===== src/rtl/keypad_entry_ctrl.sv =====
// Purpose: turns keypad scanner press events into a multi-digit BCD entry
//   (append/backspace/clear/enter) and offers finished entries downstream.
// Latency: press seen at edge k, key_code sampled and applied at edge k+1.
// Backpressure: entry held on entry_valid until entry_ready; presses during
//   that wait are dropped, not queued.
// Ports:
//   clk, rst_n          - clock, async active-low reset
//   key_code, key_ready - scanner key code and "key held" level
//   digits, digit_count - live edit buffer (newest digit in [3:0]) and count
//   entry_data/len/valid, entry_ready - completed entry handshake
//   key_err, timeout    - one-cycle pulses: rejected command, idle discard
module keypad_entry_ctrl #(
  parameter int MAX_DIGITS     = 4,
  parameter int TIMEOUT_CYCLES = 250_000_000,
  parameter int LW             = $clog2(MAX_DIGITS + 1)
) (
  input  logic                    clk,
  input  logic                    rst_n,
  input  logic [3:0]              key_code,
  input  logic                    key_ready,
  output logic [4*MAX_DIGITS-1:0] digits,
  output logic [LW-1:0]           digit_count,
  output logic [4*MAX_DIGITS-1:0] entry_data,
  output logic [LW-1:0]           entry_len,
  output logic                    entry_valid,
  input  logic                    entry_ready,
  output logic                    key_err,
  output logic                    timeout
);

  localparam int            DW   = 4 * MAX_DIGITS;
  localparam int            CW   = $clog2(TIMEOUT_CYCLES);
  localparam logic [CW-1:0] TMAX = CW'(TIMEOUT_CYCLES - 1);
  localparam logic [LW-1:0] CMAX = LW'(MAX_DIGITS);

  typedef enum logic [1:0] {S_IDLE, S_CAPTURE, S_SEND} state_t;

  state_t        r_state, w_state_nxt;
  logic          r_prev_ready;
  logic [DW-1:0] r_digits, w_digits_nxt;
  logic [LW-1:0] r_count, w_count_nxt;
  logic [DW-1:0] r_entry_data, w_entry_data_nxt;
  logic [LW-1:0] r_entry_len, w_entry_len_nxt;
  logic          r_entry_valid, w_entry_valid_nxt;
  logic          r_key_err, w_key_err_nxt;
  logic          r_timeout, w_timeout_nxt;
  logic [CW-1:0] r_tcnt, w_tcnt_nxt;

  logic          w_press;
  logic          w_xfer;

  // prev_ready resets high so a key held through reset needs a release first.
  assign w_press = key_ready & ~r_prev_ready;
  assign w_xfer  = r_entry_valid & entry_ready;

  always_ff @(posedge clk or negedge rst_n) begin
    if (!rst_n) begin
      r_state       <= S_IDLE;
      r_prev_ready  <= 1'b1;
      r_digits      <= '0;
      r_count       <= '0;
      r_entry_data  <= '0;
      r_entry_len   <= '0;
      r_entry_valid <= 1'b0;
      r_key_err     <= 1'b0;
      r_timeout     <= 1'b0;
      r_tcnt        <= '0;
    end else begin
      r_state       <= w_state_nxt;
      r_prev_ready  <= key_ready;
      r_digits      <= w_digits_nxt;
      r_count       <= w_count_nxt;
      r_entry_data  <= w_entry_data_nxt;
      r_entry_len   <= w_entry_len_nxt;
      r_entry_valid <= w_entry_valid_nxt;
      r_key_err     <= w_key_err_nxt;
      r_timeout     <= w_timeout_nxt;
      r_tcnt        <= w_tcnt_nxt;
    end
  end

  always_comb begin
    w_state_nxt       = r_state;
    w_digits_nxt      = r_digits;
    w_count_nxt       = r_count;
    w_entry_data_nxt  = r_entry_data;
    w_entry_len_nxt   = r_entry_len;
    w_entry_valid_nxt = r_entry_valid;
    w_key_err_nxt     = 1'b0;
    w_timeout_nxt     = 1'b0;
    w_tcnt_nxt        = r_tcnt;

    // Data and length stay put after a transfer; only valid drops.
    if (w_xfer) begin
      w_entry_valid_nxt = 1'b0;
    end

    case (r_state)
      S_IDLE: begin
        // A press on the expiry cycle wins: counter clears, no timeout.
        if (w_press) begin
          w_state_nxt = S_CAPTURE;
          w_tcnt_nxt  = '0;
        end else if (r_count == '0) begin
          w_tcnt_nxt = '0;
        end else if (r_tcnt == TMAX) begin
          w_digits_nxt  = '0;
          w_count_nxt   = '0;
          w_timeout_nxt = 1'b1;
          w_tcnt_nxt    = '0;
        end else begin
          w_tcnt_nxt = r_tcnt + CW'(1);
        end
      end

      S_CAPTURE: begin
        w_state_nxt = S_IDLE;
        w_tcnt_nxt  = '0;
        if (key_code <= 4'h9) begin
          if (r_count < CMAX) begin
            // Shift rather than slice so MAX_DIGITS = 1 stays legal.
            w_digits_nxt = (r_digits << 4) | DW'(key_code);
            w_count_nxt  = r_count + LW'(1);
          end else begin
            w_key_err_nxt = 1'b1;
          end
        end else begin
          case (key_code)
            4'hA: begin
              if (r_count != '0) begin
                w_entry_data_nxt  = r_digits;
                w_entry_len_nxt   = r_count;
                w_entry_valid_nxt = 1'b1;
                w_digits_nxt      = '0;
                w_count_nxt       = '0;
                w_state_nxt       = S_SEND;
              end else begin
                w_key_err_nxt = 1'b1;
              end
            end
            4'hB: begin
              if (r_count != '0) begin
                w_digits_nxt = r_digits >> 4;
                w_count_nxt  = r_count - LW'(1);
              end else begin
                w_key_err_nxt = 1'b1;
              end
            end
            4'hC: begin
              w_digits_nxt = '0;
              w_count_nxt  = '0;
            end
            default: ;
          endcase
        end
      end

      S_SEND: begin
        // Idle counter frozen here; presses are simply not acted on.
        if (!r_entry_valid || entry_ready) begin
          w_state_nxt = S_IDLE;
        end
      end

      default: w_state_nxt = S_IDLE;
    endcase
  end

  assign digits      = r_digits;
  assign digit_count = r_count;
  assign entry_data  = r_entry_data;
  assign entry_len   = r_entry_len;
  assign entry_valid = r_entry_valid;
  assign key_err     = r_key_err;
  assign timeout     = r_timeout;

endmodule


===== config.mk =====
export PLATFORM = sky130hd
export DESIGN_NAME = keypad_entry_ctrl
export DESIGN_NICKNAME = d
export VERILOG_FILES = /design/src/rtl/keypad_entry_ctrl.sv
export SDC_FILE = /design/constraint.sdc
export NUM_CORES = 1
export LEC_CHECK = 0
export ABC_AREA = 1
export CORE_MARGIN = 5
export CORE_UTILIZATION = 51
export CTS_CLUSTER_SIZE = 24
export DETAILED_ROUTE_END_ITERATION = 12
export PLACE_DENSITY = 0.84
export SLEW_MARGIN = 25
export SYNTH_ARGS = -nofsm -noshare
export SYNTH_HDL_FRONTEND = slang
export SYNTH_SLANG_ARGS = --single-unit

===== constraint.sdc =====
create_clock -name clk -period 1.46 [get_ports clk]
set_input_delay 0.365 -clock clk [delete_from_list [all_inputs] [get_ports clk]]
set_output_delay 0.365 -clock clk [all_outputs]
set_load 0.03 [all_outputs]

==> impl_metrics.yaml <==
floorplanning:
  die_w_um: 99.0
  die_area_sq_mm: 0.00980
  pin_count: 49
  die_h_um: 99.0
  fp-row-count: 32
  coreArea_sq_mm: 0.00773
  start_util: 0.523
timing:
  fmax_mhz: 534
  max_slew.worst_pin.slew_ps: 457
  hold_viol: 0
  setup-violations-final: 66
  fin_crit_ps: 1870
  finalSetupTns_ps: -14490
  setup_slack_ps: -411
  fin_worst_skew_ps: 12.1
  min_period_over_period: 1.28
  drv_slew: 0
  timing.slew.headroom: 0.693
  hold_ws_ps: 436
  grt_setup_unrepaired: "true"
setup_path:
  slowest_stage: "clkdlybuf4s50_1"
  path_max_fanout: 8
  critPathBufInv: 2
  cp-end-kind: "flop"
  startpoint: "key_code[0]"
  crit_arrival_ps: 2170
  cp.depth: 8
  r2r-start: "r_tcnt[24]"
  crit_path_end: "digit_count[1]"
  cp_common_cell: "nand2_1"
  rr_worst_depth: 10
  critPathKind: "in -> reg"
  path_cells: "clkdlybuf4s50_1 > nand2_1 > nor3_2 > buf_4 > nor2_1 > a211oi_1 > nand3_2 > nand2_1"
  slowest_delay_ps: 630
  r2r-end: "digits[14]"
  r2r_slack_ps: -380
  worstSetupStartpointType: "input pin"
  cp.required_ps: 1760
  crit_family: "buffers and inverters"
cts:
  clock_sinks: 72
  cts.path.max_buffers: 2
  cts_tree: "done"
  htree_num_levels: 3
  cts-root-buf: "clkbuf_8"
  clk_pin_slew_worst_paths_ps: 80
  cts_buffers: 9
  clkLatencyLatePin_ps: 360
cells_and_area:
  finalNonFillerCells: 802
  final_nets: 708
  drive_gt1_frac: 0.373
  fill_cells: 372
  syn2layout_area_growth_pct: 50.6
  antennaDiodeCount: 0
routing:
  met1_length_um: 5920
  met2WireLength_um: 7750
  avgViaCountPerCell: 6.29
  post_drt_wl_per_cell_um: 21.5
  route.met3.wl_um: 2140
  maxUsedRoutingLayer: "met4"
  vias: 5041
  drt_iter0_drc: 892
  drt-pass1-iter-count: 6
  drc: 0
  wl_um: 17200
  ant_nets: 0
run:
  cap_violations: 0
global_routing:
  grt_pass1_wl_um: 23200
  antenna_found_initial: 0
  grt_max_degree: 30
  grt_pass1_vias: 4765
  gr-total-overflow: 0
  grtUsageTotal: 0.296
hold_path:
  hold_path_class: "in -> reg"
yosys:
  synth.cell_area_sq_mm: 0.00404
  synth_edf_count: 0
  syn_inst: 534
  ys_warn_count: 0
  synth_top_area_frac: 0.440
  synth_largest_area_cell: "dfrtp_1"
  seq_area_frac_synth: 0.447
  yosysUniqueCellTypes: 36
  synth-seq-cells: 72
  async_flop_share: 1.00
  synth_top_flop_cell: "dfrtp_1"
  synth_commonest_cells: "nand2_1, dfrtp_1, inv_1"
  syn_area_per_cell_sq_um: 7.56
  synth_top_cells_by_area: "dfrtp_1, nand2_1, nand3_1"
  synth_nets: 546
  synth.most_common_cell: "nand2_1"
placed_design:
  place_inst: 761
  gp_congestion: 0.969
  port_buffers: 48
  dp_hpwl_um: 8800
outcome:
  status: "finished with violations"
  violations: "negative setup slack"
power_and_ir_drop:
  peakVddDrop_mv: 0.789
  cellLeakagePower_nw: 2.86
  power.density_mw_per_mm2: 773
-- report_power, final --
group	total, mW	switching (mW)	leakage, nW	internal [mW]
clock network	1.94	0.810	0.113	1.13
registers	2.06	0.0299	0.991	2.03
logic	0.699	0.434	1.75	0.266
-- worst reg2reg max path, cell delays in order (launching register included) --
cell     delay, ps
dfrtp_1        390
inv_1          120
nand2_1        100
nor2_1         140
nand2_1        100
nor2_1         100
nand4_1        210
nand2_4        240
buf_6          180
nand3_1         90
nand2_1        110
-- how the worst min path moves through the flow --
stage               cells after the start              to   startpoint  slack (ps)
detailed placement                      1   entry_data[0]        rst_n         320
finish                                  4       digits[0]  key_code[3]         440
global placement                        1   entry_data[0]        rst_n         320
global route                            4       digits[0]  key_code[3]         420
CTS                                     1    r_prev_ready    key_ready         430
floorplan                               0  digit_count[0]        rst_n          70
-- per-stage QoR --
| stage | instance area, sq um | power [mW] | setup WS (ps) | util |
|---|---|---|---|---|
| after floorplan | 4100 | 2.36 | -108 | - |
| after global placement | 5310 | 2.60 | -517 | 0.687 |
| after detailed placement | 5310 | 2.62 | -608 | 0.687 |
| after CTS | 5800 | 4.53 | -223 | 0.751 |
| after global routing | 6080 | 4.82 | -414 | 0.787 |
| final | 6080 | 4.70 | -411 | 0.787 |
-- routing by layer --
metal  track usage  up-vias
met5             0        -
met4         0.144        0
met3        0.0842      202
met2         0.481      492
met1         0.360     2303
li1              -     2044
-- cell usage in the layout (no fill, tap or decap), types with 6 or more instances in the layout --
cell,netlist,final
nand2_2,7,12
dfrtp_1,71,66
nor3_1,16,13
a21oi_1,11,11
clkbuf_2,0,8
nand3_1,43,29
inv_1,54,49
nand2_4,2,7
clkbuf_8,0,9
buf_4,1,102
nand3_2,0,10
clkdlybuf4s15_2,0,20
nor2_2,3,7
o22ai_1,11,10
inv_2,6,11
buf_6,5,17
nor2_1,42,35
nand2_1,175,163
nor2_4,3,6
o21ai_1,4,14
xor2_1,7,6
o21ai_0,32,19
mux2_4,6,6
nand4_1,6,6
-- registers in the layout (all words and copies together) (netlist names) --
signal	flops
digit_count	3
digits	16
entry_data	16
entry_len	3
entry_valid	1
key_err	1
r_prev_ready	1
r_state	2
r_tcnt	28
timeout	1
-- kinds of logic after synthesis --
family,after synthesis,synth area share
simple gates,299,0.318
buf+inv,76,0.0827
flops,72,0.447
compound gates,67,0.0948
xor+xnor,8,0.0174
mux,8,0.0279
fa+ha+maj,4,0.0124
-- layout make-up --
cell class,count,area (sq um),share of cell area
Clock buffer,10,128,0.0210
Clock inverter,5,106,0.0175
Inverter,61,231,0.0381
Multi-Input combinational cell,388,2220,0.365
Sequential cell,72,1810,0.297
Tap cell,102,128,0.0210
Timing Repair Buffer,164,1460,0.240
-- what timing repair did --
action,CTS,global route
hold buffers,1,0
buffers inserted,13,11
gates cloned,2,3
endpoints found under the setup margin,99,78
gates resized for setup,125,68
endpoints found under the hold margin,24,0
pin swaps,10,9
(Power assumes the default switching activity.)
